`src/rtl/eth_transmitter.sv`:
```
// Frame transmitter: fetches bytes from an asynchronous SRAM and shifts them out
// LSB first on a 4-cycle-per-bit serial link (sck/sda). All outputs are registered.
module eth_transmitter (
    input  logic        clk,
    input  logic        rst,
    input  logic        start,
    input  logic [10:0] base,
    input  logic [10:0] len,
    output logic [10:0] a,
    input  logic [7:0]  d,
    output logic        n_cs,
    output logic        n_oe,
    output logic        sck,
    output logic        sda,
    output logic        busy,
    output logic        done
);

    typedef enum logic [1:0] {
        IDLE   = 2'd0,
        FETCH1 = 2'd1,
        FETCH2 = 2'd2,
        SHIFT  = 2'd3
    } state_t;

    state_t      state_q, state_d;
    logic [10:0] a_q, a_d;
    logic [10:0] rem_q, rem_d;
    logic [6:0]  sh_q, sh_d;
    logic [2:0]  bit_q, bit_d;
    logic [1:0]  phase_q, phase_d;
    logic        n_cs_q, n_cs_d;
    logic        n_oe_q, n_oe_d;
    logic        sck_q, sck_d;
    logic        sda_q, sda_d;
    logic        busy_q, busy_d;
    logic        done_q, done_d;

    // State and output registers, cleared asynchronously by rst
    always_ff @(posedge clk or posedge rst) begin
        if (rst) begin
            state_q <= IDLE;
            a_q     <= 11'd0;
            rem_q   <= 11'd0;
            sh_q    <= 7'd0;
            bit_q   <= 3'd0;
            phase_q <= 2'd0;
            n_cs_q  <= 1'b1;
            n_oe_q  <= 1'b1;
            sck_q   <= 1'b0;
            sda_q   <= 1'b0;
            busy_q  <= 1'b0;
            done_q  <= 1'b0;
        end else begin
            state_q <= state_d;
            a_q     <= a_d;
            rem_q   <= rem_d;
            sh_q    <= sh_d;
            bit_q   <= bit_d;
            phase_q <= phase_d;
            n_cs_q  <= n_cs_d;
            n_oe_q  <= n_oe_d;
            sck_q   <= sck_d;
            sda_q   <= sda_d;
            busy_q  <= busy_d;
            done_q  <= done_d;
        end
    end

    // Next-state and next-output logic
    always_comb begin
        state_d = state_q;
        a_d     = a_q;
        rem_d   = rem_q;
        sh_d    = sh_q;
        bit_d   = bit_q;
        phase_d = phase_q;
        n_cs_d  = n_cs_q;
        n_oe_d  = n_oe_q;
        sck_d   = sck_q;
        sda_d   = sda_q;
        busy_d  = busy_q;
        done_d  = 1'b0;

        case (state_q)
            IDLE: begin
                // done_q marks the cycle a frame just ended; a start there is dropped
                if (start && !done_q && (len != 11'd0)) begin
                    state_d = FETCH1;
                    a_d     = base;
                    rem_d   = len;
                    n_cs_d  = 1'b0;
                    n_oe_d  = 1'b0;
                    busy_d  = 1'b1;
                end else if (start && !done_q) begin
                    done_d = 1'b1;
                end else begin
                    done_d = 1'b0;
                end
            end
            FETCH1: begin
                state_d = FETCH2;
            end
            FETCH2: begin
                state_d = SHIFT;
                sh_d    = d[7:1];
                sda_d   = d[0];
                n_cs_d  = 1'b1;
                n_oe_d  = 1'b1;
                bit_d   = 3'd0;
                phase_d = 2'd0;
                sck_d   = 1'b0;
            end
            SHIFT: begin
                phase_d = phase_q + 2'd1;
                if (phase_q == 2'd3) begin
                    sck_d = 1'b0;
                    if (bit_q != 3'd7) begin
                        bit_d = bit_q + 3'd1;
                        sda_d = sh_q[0];
                        sh_d  = {1'b0, sh_q[6:1]};
                    end else if (rem_q > 11'd1) begin
                        rem_d   = rem_q - 11'd1;
                        a_d     = a_q + 11'd1;
                        state_d = FETCH1;
                        n_cs_d  = 1'b0;
                        n_oe_d  = 1'b0;
                    end else begin
                        state_d = IDLE;
                        sda_d   = 1'b0;
                        busy_d  = 1'b0;
                        done_d  = 1'b1;
                    end
                end else begin
                    // entering phase 2 or 3 raises sck
                    sck_d = (phase_q != 2'd0);
                end
            end
            default: begin
                state_d = IDLE;
            end
        endcase
    end

    assign a    = a_q;
    assign n_cs = n_cs_q;
    assign n_oe = n_oe_q;
    assign sck  = sck_q;
    assign sda  = sda_q;
    assign busy = busy_q;
    assign done = done_q;

endmodule

```
`config.mk`:
```
export PLATFORM = sky130hd
export DESIGN_NAME = eth_transmitter
export DESIGN_NICKNAME = d
export VERILOG_FILES = /design/src/rtl/eth_transmitter.sv
export SDC_FILE = /design/constraint.sdc
export NUM_CORES = 1
export LEC_CHECK = 0
export BUFFER_PORTS_ARGS = -buffer_cell sky130_fd_sc_hd__buf_2
export CAP_MARGIN = 20
export CORE_MARGIN = 1.5
export CORE_UTILIZATION = 55
export CTS_CLUSTER_SIZE = 8
export DETAILED_ROUTE_END_ITERATION = 8
export PLACE_DENSITY = 0.86
export SLEW_MARGIN = 0
export SYNTH_ARGS = -nofsm -noshare
export SYNTH_HDL_FRONTEND = slang
export SYNTH_SLANG_ARGS = --single-unit
```
`constraint.sdc`:
```
create_clock -name clk -period 2.4 [get_ports clk]
set_input_delay 0.24 -clock clk [delete_from_list [all_inputs] [get_ports clk]]
set_output_delay 0.24 -clock clk [all_outputs]
set_load 0.02 [all_outputs]
```
==> Word level (Yosys, flattened, before mapping) <==
Cells that the tools add are included.
{ "totals": {"ff_bits": 41, "wordCells": 86, "input_bits": 33, "output_inout_bits": 17} }
{ "op_classes": {"n_mux": 43, "n_addsub": 4, "n_lt_le_gt_ge": 1, "n_eq_ne": 12, "n_reduce_logical": 15} }
{ "op_table": {"columns": ["cell", "count"], "rows": [
  ["2-to-1 mux 11 bit", 8],
  ["case mux 11 bit (2 select lines)", 2],
  ["2-to-1 mux 1 bit", 17],
  ["AND reduction 5 bit", 3],
  ["2-to-1 mux 7 bit", 2],
  ["case mux 7 bit (2 select lines)", 1],
  ["!= test 2 bit, second input constant", 6],
  ["adder 11 x 1 -> 11 bit, second input constant", 1],
  ["greater-than comparator 11 x 1 -> 1 bit, second input constant", 1],
  ["nonzero test 11 bit", 1],
  ["subtractor 11 x 1 -> 11 bit, second input constant", 1],
  ["AND reduction 3 bit", 3],
  ["case mux 1 bit (2 select lines)", 4],
  ["case mux 2 bit (4 select lines)", 1],
  ["equality test 2 bit, second input constant", 3],
  ["2-to-1 mux 2 bit", 3],
  ["2-to-1 mux 3 bit", 2],
  ["!= test 3 bit, second input constant", 2],
  ["case mux 3 bit (2 select lines)", 1],
  ["nonzero test 2 bit", 3],
  ["case mux 2 bit (2 select lines)", 1],
  ["adder 3 x 1 -> 3 bit, second input constant", 1],
  ["case mux 1 bit (3 select lines)", 1],
  ["nonzero test 3 bit", 1],
  ["5 further kinds", 6]
]} }

==> Longest topological paths before layout <==
{ "logic_depth": {"ltp_word": 5, "mapped_depth": 9, "depth_no_buf": 7} }

==> Least setup slack after synthesis <==
No wires, ideal clock.
{ "synth_timing": {"path_kind": "reg2reg", "from": "register state_q[0]", "to": "register a_q[1], in the netlist a[1]", "t_required_ns": 2.274, "synth_period_minus_slack_ns": 1.875, "setup_ns": 0.126, "stages_incl_launch_ff": 10, "path_slack_ns": 0.525, "arrival_time_ns": 1.749, "cell_sequence": "dfrtp_1 inv_1 ha_1 nor4b_4 nand3_2 and2_1 buf_6 buf_6 a31oi_1 nand3_1"} }
{ "synth_between": {"elab_chain_cells": 3} }
{ "synth_lines": {"columns": ["element", "line_no", "rtl"], "rows": [
  ["start, declared", "26", "state_t state_q, state_d;"],
  ["start signal, assigned", "55", "state_q <= state_d;"],
  ["equality test 2 bit / logical NOT 2 bit (equally long branches)", "85", "case (state_q)"],
  ["!= test 2 bit (no line) / nonzero test 2 bit (equally long branches)", null, null],
  ["AND reduction 5 bit (no line)", null, null],
  ["end signal, assigned", "43", "a_q <= 11'd0;"],
  ["end signal, assigned", "56", "a_q <= a_d;"],
  ["end, declared", "27", "logic [10:0] a_q, a_d;"]
]} }
Several ways; a longest one is shown, not always the timed one.
A chain may end at the register's enable or synchronous reset.

==> Worst setup path in the final report <==
{ "layout_timing": {"from": "register state_q[0]", "to": "register a_q[5], in the netlist a[5]"} }
Same word-level chain as after synthesis.

==> reports/metrics.cfg <==
[grt]
antenna_found_initial=0
grt_max_degree=47
overflow=0
first_global_vias=2155
grt_usage_pct=25.1
grt_pass1_wl_mm=10.1

[timing]
hold_viol=0
fin_setup_tns_ns=0
slew_headroom_pct=60.4
drv_slew=0
clock_skew_ns=0.00636
worst_pin_slew_ns=0.593
finalCritPeriodShare_pct=90.4
fin_crit_ns=2.17
rsz0062_at_grt=no
max_freq_mhz=461
setup_viol=0

[layout]
final_cells=371
drive_gt1_share_pct=27.9
area_delta_synth_final_pct=14.6
num_antenna_cells=0
nets=362
fin_area_um2=2920

[route]
drc=0
ant_nets=0
vias=2261
wl_mm=5.95
via_per_inst=6.09
post_drt_wl_per_cell_um=16.0
drt_iter0_drc=159
first_pass_iters=4

[setup_path]
cp_slowest_stage_delay_ns=0.41
critPathKind=reg2reg
crit_fanout=14
required_ns=2.58
slowest_stage=dfrtp_1
startpoint_type=flip-flop
worstSetupEndpointType=flip-flop
crit_arrival_ns=2.35
path_cells=inv_1, ha_1, nor4b_4, nand3_2, and2_1, buf_4, o21a_1, o22a_1

[die]
std_cell_rows=24
start_util_pct=57.7
die_w_um=71.0
die-height_um=71.0
core_um2=4410
die-area_um2=5040
io_pins=50

[logic_synthesis]
synth-seq-cells=40
avgSynthCellArea_um2=9.39
synth_cells=271
yosysWarnings=0
ys_types=58
async_flop_share_pct=100
syn-num-nets=315
netlist_area_um2=2540
synthFlopType=dfrtp_1
synth_edf_count=0
ys_seq_area_share_pct=39.4

[placed_design]
port_buffers=49
dpl_cell_area_um2=2820
place_inst=363
finalWeightedCongestion=0.852
dpl.hpwl_mm=4.20

[job]
maxCapViolCount=0

[status]
status=finished, final reports clean

[clocking]
clk_pin_slew_worst_paths_ns=0.08
clk_path_buf_depth=2
insertion_delay_ns=0.29
cts_root_buf=clkbuf_8
holdBufCountCts=0
cts_inserted_buffers=5
htreeDepth=2
cts_tree=yes
cts_sinks=40

[pwr]
power_w=0.00123
p_leak_nw=1.33
p_per_area_nw_per_um2=421
ir_worst_vdd_uv=319

[hold_path]
hold_path.class=in2async

[report_power, final]
part	total, W	switching (W)	internal [W]
clock	0.000464	0.000235	0.000229
sequential	0.000690	0.00000749	0.000682
combinational	0.0000735	0.0000419	0.0000316
[cell families after synthesis]
logic type	after synthesis	synth area share, %
adders and majority gates	11	5.41
AOI/OAI and AO/OA	88	24.5
buffers and inverters	25	5.06
DFF	40	39.4
muxes	11	4.52
and+or+nand+nor	96	21.1
[cell usage in the layout (no fill, tap or decap), drive strengths merged, types with 4 or more instances in the layout]
cell / netlist / routed
o22ai: 6 / 6
a2bb2oi: 7 / 7
nand4: 6 / 6
nor3: 7 / 7
nor2: 17 / 17
nand2: 33 / 33
a21oi: 18 / 18
nor4: 4 / 4
a22o: 4 / 4
mux2i: 7 / 7
nand3: 16 / 16
dfrtp: 39 / 39
buf: 13 / 57
ha: 11 / 11
o21ai: 18 / 18
clkbuf: 4 / 6
inv: 8 / 8
o211ai: 4 / 4
a31oi: 6 / 6
mux2: 4 / 4
[repair_timing]
| item | in CTS | in global routing |
|---|---|---|
| gates resized for setup | 0 | 1 |
| endpoints found under the setup margin | 0 | 4 |
| buffers inserted | 0 | 0 |
[cells in the mapped netlist, drive strengths merged (3+ instances only)]
cell | number | area share, %
ha | 11 | 5.4
buf | 13 | 3.3
o21ai | 18 | 3.5
nor2 | 17 | 2.6
a2bb2oi | 7 | 2.4
o22a | 3 | 1.0
inv | 8 | 1.2
nand2 | 33 | 4.9
a22o | 4 | 1.4
mux2 | 4 | 1.8
mux2i | 7 | 2.8
o21a | 3 | 0.88
nand3 | 16 | 3.3
nand4 | 6 | 1.5
clkbuf | 4 | 0.59
a21oi | 18 | 3.5
dfrtp | 39 | 38
nor4 | 4 | 1.7
nor3 | 7 | 2.4
o22ai | 6 | 1.5
o211ai | 4 | 1.2
a31oi | 6 | 1.5
[registers in the layout, summed over array words and instances, names as in the netlist]
register,flops
busy,1
n_oe,1
sck,1
phase_q,1
a,11
rem_q,11
bit_q,3
sh_q,7
sda,1
state_q,2
done,1
[stage by stage]
step	worst slack (ns)	hold WS (ns)	utilization (%)
CTS	0.170	0.0750	66.0
finish	0.229	0.0504	66.0
detailed placement	0.206	0.391	63.9
floorplan	0.525	0.387	-
global placement	0.317	0.393	63.9
global route	0.0815	0.106	66.0
[layer usage]
| metal | global-route usage (%) | vias to the layer above | wire, µm |
|---|---|---|---|
| met5 | 0 | - | 0 |
| met3 | 4.56 | 7 | 314 |
| met4 | 6.71 | 0 | 66 |
| met2 | 42.2 | 71 | 2920 |
| met1 | 33.7 | 1070 | 2650 |
| li1 | - | 1113 | - |
[worst max-delay path: cells and delay by family (launching register included)]
| kind | cells | cell delay [ns] |
|---|---|---|
| simple gates | 3 | 0.68 |
| flops | 1 | 0.41 |
| buf+inv | 2 | 0.35 |
| fa+ha+maj | 1 | 0.32 |
| compound gates | 2 | 0.30 |
[final timing paths]
path | from | endpoint | slack, ns | cells past startpoint
worst max-delay path | state_q[0]$_DFFE_PP0P_ | a[5]$_DFFE_PP0P_ | 0.23 | 8
worst min-delay path | rst | rem_q[6]$_DFFE_PP0P_ | 0.05 | 3
worst max register to register | state_q[0]$_DFFE_PP0P_ | a[5]$_DFFE_PP0P_ | 0.23 | 8
worst min register to register | sh_q[6]$_DFFE_PP0P_ | sh_q[6]$_DFFE_PP0P_ | 0.48 | 2
max in group asynchronous | rst | n_oe$_DFFE_PP1P_ | 1.98 | 3
min in group clk | base[4] | a[4]$_DFFE_PP0P_ | 0.18 | 3
[area by class of cell]
class / instances / area (µm²)
Inverter: 8 / 30.0
Tap cell: 52 / 65.1
Multi-Input combinational cell: 206 / 1420
Clock buffer: 6 / 82.6
Clock inverter: 2 / 10.0
Timing Repair Buffer: 57 / 305
Sequential cell: 40 / 1000
Fill cell: 371 / 1500
Note: power is estimated with default switching activity, not from simulation.
